--- src/rtl/lda_cmd_master.sv ---
// Avalon-MM master that programs the line-drawing accelerator registers for one
// line command at a time, then waits for completion by stall or status polling.
module lda_cmd_master #(
    parameter int POLL_GAP = 4,
    parameter int CNT_W    = 16
) (
    input  logic             clk,
    input  logic             reset,
    input  logic             cmd_valid,
    output logic             cmd_ready,
    input  logic             cmd_mode,
    input  logic [8:0]       cmd_x0,
    input  logic [8:0]       cmd_x1,
    input  logic [7:0]       cmd_y0,
    input  logic [7:0]       cmd_y1,
    input  logic [2:0]       cmd_color,
    output logic [2:0]       m_address,
    output logic             m_read,
    output logic             m_write,
    output logic [31:0]      m_writedata,
    input  logic [31:0]      m_readdata,
    input  logic             m_waitrequest,
    output logic             o_busy,
    output logic [CNT_W-1:0] o_lines_done
);

    typedef enum logic [2:0] {
        IDLE, WR_MODE, WR_START, WR_END, WR_COLOR, WR_GO, POLL_WAIT, POLL_RD
    } state_t;

    typedef struct packed {
        logic       mode;
        logic [8:0] x0;
        logic [7:0] y0;
        logic [8:0] x1;
        logic [7:0] y1;
        logic [2:0] color;
    } cmd_t;

    typedef struct packed {
        logic        rd;
        logic        wr;
        logic [2:0]  addr;
        logic [31:0] data;
    } req_t;

    localparam logic [15:0] GAP_LAST  = 16'(POLL_GAP - 1);
    // With no gap configured the status read follows the go/busy read directly.
    localparam state_t      POLL_NEXT = (POLL_GAP == 0) ? POLL_RD : POLL_WAIT;

    state_t            state_q, state_d;
    cmd_t              cmd_q, cmd_d;
    req_t              req_q, req_d;
    logic [15:0]       gap_q, gap_d;
    logic [CNT_W-1:0]  cnt_q, cnt_d;
    logic              last_mode_q, last_mode_d;
    logic [2:0]        last_color_q, last_color_d;
    logic              cvalid_q, cvalid_d;
    logic              xfer;
    logic              unused_rd;

    assign xfer      = (req_q.rd | req_q.wr) & ~m_waitrequest;
    assign unused_rd = &{1'b0, m_readdata[31:1]};

    always_comb begin
        state_d      = state_q;
        cmd_d        = cmd_q;
        gap_d        = gap_q;
        cnt_d        = cnt_q;
        last_mode_d  = last_mode_q;
        last_color_d = last_color_q;
        cvalid_d     = cvalid_q;
        req_d        = '0;

        case (state_q)
            IDLE: if (cmd_valid) begin
                cmd_d   = '{cmd_mode, cmd_x0, cmd_y0, cmd_x1, cmd_y1, cmd_color};
                state_d = (cvalid_q && cmd_mode == last_mode_q) ? WR_START : WR_MODE;
            end
            WR_MODE: if (xfer) begin
                last_mode_d = cmd_q.mode;
                state_d     = WR_START;
            end
            WR_START: if (xfer) state_d = WR_END;
            WR_END: if (xfer)
                state_d = (cvalid_q && cmd_q.color == last_color_q) ? WR_GO : WR_COLOR;
            WR_COLOR: if (xfer) begin
                last_color_d = cmd_q.color;
                cvalid_d     = 1'b1;
                state_d      = WR_GO;
            end
            WR_GO: if (xfer) begin
                if (cmd_q.mode) begin
                    state_d = POLL_NEXT;
                    gap_d   = '0;
                end else begin
                    state_d = IDLE;
                    cnt_d   = cnt_q + 1'b1;
                end
            end
            POLL_WAIT: begin
                if (gap_q == GAP_LAST) state_d = POLL_RD;
                else                   gap_d   = gap_q + 16'd1;
            end
            POLL_RD: if (xfer) begin
                if (m_readdata[0]) begin
                    state_d = POLL_NEXT;
                    gap_d   = '0;
                end else begin
                    state_d = IDLE;
                    cnt_d   = cnt_q + 1'b1;
                end
            end
            default: state_d = IDLE;
        endcase

        // Requests are decoded from the next state so they leave a register.
        case (state_d)
            WR_MODE:  req_d = '{1'b0, 1'b1, 3'd0, {31'd0, cmd_d.mode}};
            WR_START: req_d = '{1'b0, 1'b1, 3'd3, {15'd0, cmd_d.y0, cmd_d.x0}};
            WR_END:   req_d = '{1'b0, 1'b1, 3'd4, {15'd0, cmd_d.y1, cmd_d.x1}};
            WR_COLOR: req_d = '{1'b0, 1'b1, 3'd5, {29'd0, cmd_d.color}};
            WR_GO:    req_d = '{1'b0, 1'b1, 3'd2, 32'd0};
            POLL_RD:  req_d = '{1'b1, 1'b0, 3'd1, 32'd0};
            default:  req_d = '0;
        endcase
    end

    always_ff @(posedge clk) begin
        if (reset) begin
            state_q      <= IDLE;
            cmd_q        <= '0;
            req_q        <= '0;
            gap_q        <= '0;
            cnt_q        <= '0;
            last_mode_q  <= 1'b0;
            last_color_q <= '0;
            cvalid_q     <= 1'b0;
        end else begin
            state_q      <= state_d;
            cmd_q        <= cmd_d;
            req_q        <= req_d;
            gap_q        <= gap_d;
            cnt_q        <= cnt_d;
            last_mode_q  <= last_mode_d;
            last_color_q <= last_color_d;
            cvalid_q     <= cvalid_d;
        end
    end

    assign cmd_ready    = (state_q == IDLE) && !reset;
    assign o_busy       = (state_q != IDLE);
    assign o_lines_done = cnt_q;
    assign m_read       = req_q.rd;
    assign m_write      = req_q.wr;
    assign m_address    = req_q.addr;
    assign m_writedata  = req_q.data;

endmodule
--- config.mk ---
export PLATFORM = sky130hd
export DESIGN_NAME = lda_cmd_master
export DESIGN_NICKNAME = d
export VERILOG_FILES = /design/src/rtl/lda_cmd_master.sv
export SDC_FILE = /design/constraint.sdc
export NUM_CORES = 1
export LEC_CHECK = 0
export CAP_MARGIN = 5
export CORE_ASPECT_RATIO = 1.5
export CORE_MARGIN = 1.5
export CORE_UTILIZATION = 43
export CTS_BUF_LIST = sky130_fd_sc_hd__clkbuf_4
export DETAILED_ROUTE_END_ITERATION = 8
export GPL_TIMING_DRIVEN = 1
export PLACE_DENSITY = 0.73
export SYNTH_ARGS = -nofsm -noshare
export SYNTH_HDL_FRONTEND = slang
export SYNTH_SLANG_ARGS = --single-unit
--- constraint.sdc ---
create_clock -name clk -period 2.8 [get_ports clk]
set_input_delay 0.56 -clock clk [delete_from_list [all_inputs] [get_ports clk]]
set_output_delay 0.56 -clock clk [all_outputs]
set_load 0.02 [all_outputs]
==> impl_table.tex, run 1 <==
\begin{tabular}{lr}
\hline
Metric & Value \\
\hline
\multicolumn{2}{l}{\textbf{Min path}} \\
\quad Endpoint with the worst hold slack & cmd\_q[23] \\
\quad Type of the worst min-delay path & flip-flop to flip-flop \\
\quad Hold wc startpoint & cmd\_q[23] \\
\quad Cell depth of the worst min-delay path & 2 \\
\multicolumn{2}{l}{\textbf{Setup path}} \\
\quad Launch instance of the worst register-to-register path & state\_q[1] \\
\quad Worst path cell trace & buf\_4, inv\_1, nand2\_1, nor2\_1, clkdlybuf4s50\_1 \\
\quad Crit path capture type & output port \\
\quad Length in cells of the worst reg-to-reg path & 6 \\
\quad Reg2reg end & gap\_q[9] \\
\quad Required time at the worst-slack endpoint & 2.24 ns \\
\quad Buf/Inv on CP & 3 \\
\quad Worst setup path class & flip-flop to output port \\
\quad Cell with the largest stage delay on the worst path & sky130\_fd\_sc\_hd\_\_clkdlybuf4s50\_1 \\
\quad Critical Path AT & 2.03 ns \\
\quad Internal reg-to-reg setup slack & 0.40 ns \\
\quad Critical path startpoint category & flip-flop \\
\quad Max Fanout on Critical Path & 7 \\
\quad Critical path's largest stage delay & 0.60 ns \\
\quad Crit-path leading delay family & buffers and inverters \\
\multicolumn{2}{l}{\textbf{Synthesis}} \\
\quad Post-synthesis share of cell area spent on xor and xnor gates & 5.07\% \\
\quad Post-synthesis sequential element count & 100 \\
\quad Part of the Yosys area used for sequential elements & 42.9\% \\
\quad Complex-gate fraction of the synthesized area & 15.4\% \\
\quad Number of enable flip-flop cells after synthesis & 0 \\
\quad Warning count from the yosys run & 0 \\
\quad Post-synthesis share of cell area spent on full adders, half adders and majority gates & 0.537\% \\
\quad Area share of and/or/nand/nor cells after synthesis & 25.2\% \\
\quad Mean area per synthesized cell & 8.68 um\^{}2 \\
\quad Most frequently used flop master after synthesis & sky130\_fd\_sc\_hd\_\_dfxtp\_1 \\
\quad Multiplexer fraction of the synthesized cell area & 4.75\% \\
\quad Mapped Area & 4660 um\^{}2 \\
\quad Fraction of registers with async set/reset & 0\% \\
\quad Dominant combinational cell family by area after synthesis & simple AND/OR/NAND/NOR gates \\
\quad Syn Inst Count & 537 \\
\quad Unique cell type count in the Yosys netlist & 59 \\
\multicolumn{2}{l}{\textbf{Floorplanning}} \\
\quad Die area & 11,500 um\^{}2 \\
\quad IO Pins & 129 \\
\quad Core Area & 10,600 um\^{}2 \\
\quad Die height & 131 um \\
\quad Effective utilization at floorplan & 44.0\% \\
\quad Number of core rows & 46 \\
\quad Die X & 88.0 um \\
\multicolumn{2}{l}{\textbf{GRT}} \\
\quad Overall Global Routing Usage & 19.9\% \\
\quad First-pass GRT wire length & 17,900 um \\
\quad Vias in the first global route & 3,823 \\
\quad Congestion Overflow GR & 0 \\
\quad Antenna violations before repair & 1 \\
\quad Maximum number of pins on one net before global-route repair & 70 \\
\multicolumn{2}{l}{\textbf{STA}} \\
\quad Unrepaired setup endpoints after global routing & no \\
\quad \# setup viols final & 0 \\
\quad Final Critical Period & 2.59 ns \\
\quad Ratio of final minimum period to clock period & 92.5\% \\
\quad Slew Limit Headroom & 53.1\% \\
\quad Hold slack final & 0.460 ns \\
\quad Final hold viol count & 0 \\
\quad Fmax & 0.386 GHz \\
\quad Largest clock skew in the final design & 0.0117 ns \\
\quad Worst Max-Slew Pin Slew & 0.703 ns \\
\quad Number of max-slew violations in the final report & 0 \\
\multicolumn{2}{l}{\textbf{Clocking}} \\
\quad Clock buffers created by TritonCTS & 9 \\
\quad Post-CTS Hold Buffers & 0 \\
\quad CTS HTree Levels & 3 \\
\quad CTS tree & done \\
\quad Total number of clock tree sinks & 100 \\
\quad Setup bufs post-CTS & 0 \\
\quad Clock Pin Slew Worst Setup and Hold Paths & 0.15 ns \\
\quad Skew-Pair Late Insertion Delay & 0.47 ns \\
\quad Maximum number of buffers from clock root to sink & 2 \\
\quad Root cell of the clock tree & sky130\_fd\_sc\_hd\_\_clkbuf\_4 \\
\multicolumn{2}{l}{\textbf{Detailed routing}} \\
\quad Number of remaining DRC errors & 0 \\
\quad Number of design-rule violations left by the first detailed-router iteration & 211 \\
\quad Final wirelength & 11,000 um \\
\quad Vias & 3,985 \\
\quad Detailed-route vias per instance & 5.21 \\
\quad First-pass detailed-route iteration total & 4 \\
\quad Average detailed-routed wire length per instance & 14.3 um \\
\quad Number of nets with antenna violations after routing & 0 \\
\multicolumn{2}{l}{\textbf{Power}} \\
\quad Power per Cell Area & 482 nW/um\^{}2 \\
\quad Static leakage power & 0.00215 uW \\
\quad Worst ir drop on vdd & 0.336 mV \\
\multicolumn{2}{l}{\textbf{Run status}} \\
\quad Outcome & completed \\
\multicolumn{2}{l}{\textbf{Final layout}} \\
\quad Nets@finish & 691 \\
\quad Area growth from synthesis to final layout & 24.0\% \\
\quad Most common cell after layout, fill and taps aside & sky130\_fd\_sc\_hd\_\_dfxtp\_1 \\
\quad Fillers & 1,048 \\
\quad Number of non-filler instances in the completed layout & 765 \\
\quad Fraction of layout cells with a size suffix above 1 & 10.0\% \\
\quad Leading cell types in the layout, fill and taps excluded & sky130\_fd\_sc\_hd\_\_dfxtp\_1 (100), sky130\_fd\_sc\_hd\_\_nand2\_1 (97), sky130\_fd\_sc\_hd\_\_clkdlybuf4s50\_1 (81) \\
\multicolumn{2}{l}{\textbf{Run}} \\
\quad Maximum capacitance violations & 0 \\
\multicolumn{2}{l}{\textbf{Placement}} \\
\quad Detailed Place HPWL & 8000 um \\
\quad Weighted congestion at the end of routability-driven global placement & 0.844 \\
\quad Placed cell count & 748 \\
\quad Count of buffers inserted at the top-level ports & 82 \\
\hline
\end{tabular}
per-layer routing:
layer / part of all wire, % / vias to the layer above / wire length [um] / GRT usage, %
met5: 0 / - / 0 / 0
met4: 2.3 / 0 / 254 / 9.93
met3: 4.0 / 22 / 436 / 3.27
met2: 53 / 105 / 5770 / 34.6
met1: 41 / 1857 / 4510 / 23.4
li1: - / 2001 / - / -
through the flow:
step | total power (uW) | utilization, % | area [um^2] | TNS, ns | worst slack [ns]
after floorplan | 1800 | - | 4720 | 0 | 0.576
after global placement | 1940 | 53.0 | 5610 | 0 | 0.0641
after detailed placement | 1950 | 53.0 | 5610 | -0.00217 | -0.00217
after CTS | 2810 | 54.5 | 5780 | 0 | 0.124
after global routing | 2920 | 54.6 | 5780 | 0 | 0.0649
final | 2790 | 54.6 | 5780 | 0 | 0.210
layout make-up:
class / instances / area, um^2 / area share (%)
Sequential cell: 100 / 2000 / 34.6
Timing Repair Buffer: 102 / 978 / 16.9
Clock inverter: 7 / 100 / 1.73
Multi-Input combinational cell: 398 / 2430 / 42.1
Antenna cell: 1 / 2.50 / 0.0433
Inverter: 4 / 15.0 / 0.260
Clock buffer: 9 / 67.6 / 1.17
Tap cell: 144 / 180 / 3.12
flip-flops by register name, indices dropped and copies added, names as in the netlist:
register / count
last_color_q: 3
o_lines_done: 16
m_write: 1
gap_q: 16
m_writedata: 17
m_read: 1
cvalid_q: 1
m_address: 3
state_q: 3
last_mode_q: 1
cmd_q: 38
report_power, final:
| part | total [uW] | switching [uW] | leakage (uW) | internal, uW |
|---|---|---|---|---|
| Clock | 871 | 505 | 0.0000788 | 366 |
| Sequential | 1500 | 29.7 | 0.000812 | 1470 |
| Combinational | 413 | 238 | 0.00126 | 175 |
| Total | 2790 | 773 | 0.00215 | 2020 |
how the worst max path moves through the flow:
stage	cells after the start	endpoint	from	slack, ns
final	5	cmd_ready	state_q[0]	0.21
after global routing	4	cmd_ready	state_q[1]	0.06
after CTS	4	cmd_ready	state_q[1]	0.12
after detailed placement	7	gap_q[9]	m_waitrequest	-0.002
after global placement	7	gap_q[9]	m_waitrequest	0.06
after floorplan	7	gap_q[11]	m_waitrequest	0.58
logic make-up (layout without fill, tap and decap cells):
family,count (synthesis),in the layout
compound gates,105,105
xor+xnor,27,27
fa+ha+maj,2,2
buf+inv,53,122
flops,100,100
mux,22,22
other cells,1,16
simple gates,227,227
tightest hold or removal path: stages, from the launching register on:
cell                      delay [ns]
sky130_fd_sc_hd__dfxtp_1        0.34
sky130_fd_sc_hd__nand2_1        0.05
sky130_fd_sc_hd__a21oi_1        0.05
cells in the mapped netlist (all sizes together) (12+ instances only):
cell,number,area [um^2]
a211oi,30,280
a21oi,48,240
and3,23,149
buf,24,173
clkbuf,25,93.8
dfxtp,100,2000
mux2i,21,210
nand2,98,370
nor2,41,154
xnor2,15,131
xor2,12,105
timing repair:
| action | CTS | global route |
|---|---|---|
| endpoints found under the hold margin | 0 | 0 |
| resized for setup | 0 | 1 |
| endpoints found under the setup margin | 0 | 1 |
(Power assumes the default switching activity.)
==> inputs of run 2 (changes only) <==
--- a/config.mk
+++ b/config.mk
@@ -7,7 +7,7 @@
 export LEC_CHECK = 0
 export CAP_MARGIN = 5
 export CORE_ASPECT_RATIO = 1.5
-export CORE_MARGIN = 1.5
+export CORE_MARGIN = 4
 export CORE_UTILIZATION = 43
 export CTS_BUF_LIST = sky130_fd_sc_hd__clkbuf_4
 export DETAILED_ROUTE_END_ITERATION = 8
==> run 2 against run 1 <==
Die area increased by 9.7%. Register-to-register slack got worse by 0.03 ns. Clock skew increased by 0.0045 ns. Utilization decreased by 0.094 points. Critical path type unchanged.
==> impl_table.tex, run 2 (synthesized netlist as in run 1, its figures left out) <==
\begin{tabular}{lr}
\hline
Metric & Value \\
\hline
\multicolumn{2}{l}{\textbf{Power}} \\
\quad Part of the power in the clock network & 28.7\% (was 31.2\%) \\
\quad Cell Int Power & 1930 uW (was 2020 uW) \\
\quad Fraction of power spent switching nets & 28.3\% (was 27.7\%) \\
\quad Worst ir drop on vdd & 0.239 mV (was 0.336 mV) \\
\quad Sequential Power Share & 55.8\% (was 53.9\%) \\
\quad Net switching power figure & 763 uW (was 773 uW) \\
\quad Power per Cell Area & 467 nW/um\^{}2 (was 482 nW/um\^{}2) \\
\quad Share of power burned in combinational logic & 15.5\% (was 14.8\%) \\
\quad Static leakage power & 0.00216 uW (was 0.00215 uW) \\
\multicolumn{2}{l}{\textbf{Detailed routing}} \\
\quad Vias & 3,955 (was 3,985) \\
\quad Average detailed-routed wire length per instance & 14.7 um (was 14.3 um) \\
\quad Detailed-route vias per instance & 5.16 (was 5.21) \\
\quad Number of remaining DRC errors & 0 (unchanged) \\
\quad Number of nets with antenna violations after routing & 0 (unchanged) \\
\quad Number of design-rule violations left by the first detailed-router iteration & 228 (was 211) \\
\quad First-pass detailed-route iteration total & 4 (unchanged) \\
\quad Final wirelength & 11,300 um (was 11,000 um) \\
\multicolumn{2}{l}{\textbf{Final layout}} \\
\quad Leading cell types in the layout, fill and taps excluded & sky130\_fd\_sc\_hd\_\_dfxtp\_1 (100), sky130\_fd\_sc\_hd\_\_nand2\_1 (97), sky130\_fd\_sc\_hd\_\_clkdlybuf4s50\_1 (81) (unchanged) \\
\quad Register with the highest flop count & cmd\_q (unchanged) \\
\quad Fraction of layout cells with a size suffix above 1 & 10.1\% (was 10.0\%) \\
\quad Nets@finish & 693 (was 691) \\
\quad Number of non-filler instances in the completed layout & 767 (was 765) \\
\quad Core utilization of the finished layout & 54.5\% (was 54.6\%) \\
\quad Flip-flop count of the largest register, all copies and words added & 38 (unchanged) \\
\quad Area growth from synthesis to final layout & 23.7\% (was 24.0\%) \\
\quad Most common cell after layout, fill and taps aside & sky130\_fd\_sc\_hd\_\_dfxtp\_1 (unchanged) \\
\multicolumn{2}{l}{\textbf{Placement}} \\
\quad Worst slack, placed & 0.0361 ns (was -0.00217 ns) \\
\quad Weighted congestion at the end of routability-driven global placement & 0.884 (was 0.844) \\
\quad Detailed Place HPWL & 8280 um (was 8000 um) \\
\quad Placed cell count & 750 (was 748) \\
\quad Count of buffers inserted at the top-level ports & 82 (unchanged) \\
\multicolumn{2}{l}{\textbf{Run status}} \\
\quad Outcome & completed (unchanged) \\
\multicolumn{2}{l}{\textbf{GRT}} \\
\quad Met2 global-route usage & 31.7\% (was 34.6\%) \\
\quad Overall Global Routing Usage & 18.1\% (was 19.9\%) \\
\quad First-pass GRT wire length & 18,300 um (was 17,900 um) \\
\quad Vias in the first global route & 3,930 (was 3,823) \\
\quad Maximum number of pins on one net before global-route repair & 39 (was 70) \\
\quad Antenna violations before repair & 1 (unchanged) \\
\quad Most used routing layer & met2 (unchanged) \\
\quad Congestion Overflow GR & 0 (unchanged) \\
\quad Met1 usage & 21.4\% (was 23.4\%) \\
\quad Met3 track utilization from global routing & 4.45\% (was 3.27\%) \\
\multicolumn{2}{l}{\textbf{Setup path}} \\
\quad Length in cells of the worst reg-to-reg path & 6 (unchanged) \\
\quad Worst setup path class & flip-flop to output port (unchanged) \\
\quad Internal reg-to-reg setup slack & 0.37 ns (was 0.40 ns) \\
\quad First element of the critical path & state\_q[1] (was state\_q[0]) \\
\quad Critical Path Sink & cmd\_ready (unchanged) \\
\quad Critical Path AT & 1.99 ns (was 2.03 ns) \\
\quad Reg2reg end & m\_writedata[0] (was gap\_q[9]) \\
\quad Launch instance of the worst register-to-register path & state\_q[1] (unchanged) \\
\quad Critical path startpoint category & flip-flop (unchanged) \\
\quad Required time at the worst-slack endpoint & 2.24 ns (about the same) \\
\quad Max Fanout on Critical Path & 13 (was 7) \\
\quad Crit path capture type & output port (unchanged) \\
\multicolumn{2}{l}{\textbf{Clocking}} \\
\quad Post-CTS Hold Buffers & 0 (unchanged) \\
\quad Clock Pin Slew Worst Setup and Hold Paths & 0.16 ns (was 0.15 ns) \\
\quad Root cell of the clock tree & sky130\_fd\_sc\_hd\_\_clkbuf\_4 (unchanged) \\
\quad CTS resizes & 0 (unchanged) \\
\quad Setup bufs post-CTS & 0 (unchanged) \\
\quad Clock buffers created by TritonCTS & 9 (unchanged) \\
\quad Maximum number of buffers from clock root to sink & 2 (unchanged) \\
\quad Skew-Pair Late Insertion Delay & 0.45 ns (was 0.47 ns) \\
\quad Total number of clock tree sinks & 100 (unchanged) \\
\quad CTS tree & done (unchanged) \\
\quad CTS HTree Levels & 3 (unchanged) \\
\multicolumn{2}{l}{\textbf{Floorplanning}} \\
\quad IO Pins & 129 (unchanged) \\
\quad Number of core rows & 46 (unchanged) \\
\quad Die area & 12,600 um\^{}2 (was 11,500 um\^{}2) \\
\quad Effective utilization at floorplan & 44.0\% (unchanged) \\
\quad Die X & 93.0 um (was 88.0 um) \\
\quad Core Area & 10,600 um\^{}2 (unchanged) \\
\quad Die height & 136 um (was 131 um) \\
\multicolumn{2}{l}{\textbf{STA}} \\
\quad Final hold viol count & 0 (unchanged) \\
\quad Ratio of final minimum period to clock period & 91.2\% (was 92.5\%) \\
\quad Sum of negative setup slack & 0 ns (unchanged) \\
\quad Crit path setup slack, layout & 0.245 ns (was 0.210 ns) \\
\quad Final Critical Period & 2.55 ns (was 2.59 ns) \\
\quad Fmax & 0.391 GHz (was 0.386 GHz) \\
\quad Largest clock skew in the final design & 0.0162 ns (was 0.0117 ns) \\
\quad Unrepaired setup endpoints after global routing & no (unchanged) \\
\quad Number of max-slew violations in the final report & 0 (unchanged) \\
\quad \# setup viols final & 0 (unchanged) \\
\multicolumn{2}{l}{\textbf{Min path}} \\
\quad Type of the worst min-delay path & flip-flop to flip-flop (unchanged) \\
\multicolumn{2}{l}{\textbf{Run}} \\
\quad Maximum capacitance violations & 0 (unchanged) \\
\hline
\end{tabular}
-- run 2: cell count changes in the layout (fill, tap and decap cells not counted), sizes merged --
cell and delta:
clkinv +2, clkinvlp -2, bufinv -1, buf +2, inv +1
-- run 2: metal layers --
layer / vias to the layer above / routed length [um]
met5: - / 0
met4: 0 / 212
met3: 14 / 462
met2: 80 / 5860
met1: 1851 / 4730
li1: 2010 / -
-- run 2: how the worst min path moves through the flow --
| stage | to | slack, ns | from | cells past startpoint |
|---|---|---|---|---|
| 2_1_floorplan | cmd_q[28] | 0.43 | cmd_q[28] | 2 |
| 3_3_place_gp | cmd_q[28] | 0.44 | cmd_q[28] | 2 |
| 3_5_place_dp | cmd_q[34] | 0.44 | cmd_q[34] | 2 |
| 4_1_cts | cmd_q[34] | 0.46 | cmd_q[34] | 2 |
| 5_1_grt | cmd_q[19] | 0.48 | cmd_q[19] | 2 |
| 6_report | cmd_q[34] | 0.46 | cmd_q[34] | 2 |
-- run 2: layout make-up --
cell class                 instances  area [um^2]
fill                            1000         4820
multi-input combinational        398         2430
sequential                       100         2000
timing repair buffer             104          993
tap                              144          180
clock inverter                     7         75.1
clock buffer                       9         67.6
inverter                           4         15.0
antenna                            1         2.50
-- run 2: power by group through the flow --
stage,Clock [uW],Sequential (uW),Combinational (uW)
detailed placement,0,1530,416
global placement,0,1530,406
finish,773,1500,416
global route,860,1510,454
floorplan,0,1540,263
CTS,800,1500,418
-- run 2: critical path: stages (launching register included) --
cell and delay (ns):
sky130_fd_sc_hd__dfxtp_1 0.49, sky130_fd_sc_hd__nor2_2 0.24, sky130_fd_sc_hd__nand2_1 0.12, sky130_fd_sc_hd__nor2_1 0.10, sky130_fd_sc_hd__clkdlybuf4s50_1 0.60
-- run 2: per-stage QoR --
step	power (uW)	instance area (um^2)	hold WS [ns]
6_report	2690	5770	0.463
2_1_floorplan	1800	4720	0.431
5_1_grt	2830	5770	0.482
3_3_place_gp	1940	5620	0.438
4_1_cts	2720	5770	0.462
3_5_place_dp	1950	5620	0.442
==> inputs of run 3 (changes only) <==
--- a/config.mk
+++ b/config.mk
@@ -5,7 +5,6 @@
 export SDC_FILE = /design/constraint.sdc
 export NUM_CORES = 1
 export LEC_CHECK = 0
-export CAP_MARGIN = 5
 export CORE_ASPECT_RATIO = 1.5
 export CORE_MARGIN = 4
 export CORE_UTILIZATION = 43
==> results of run 3 <==
The final DEF is identical to that of run 2; final timing and power are the same.
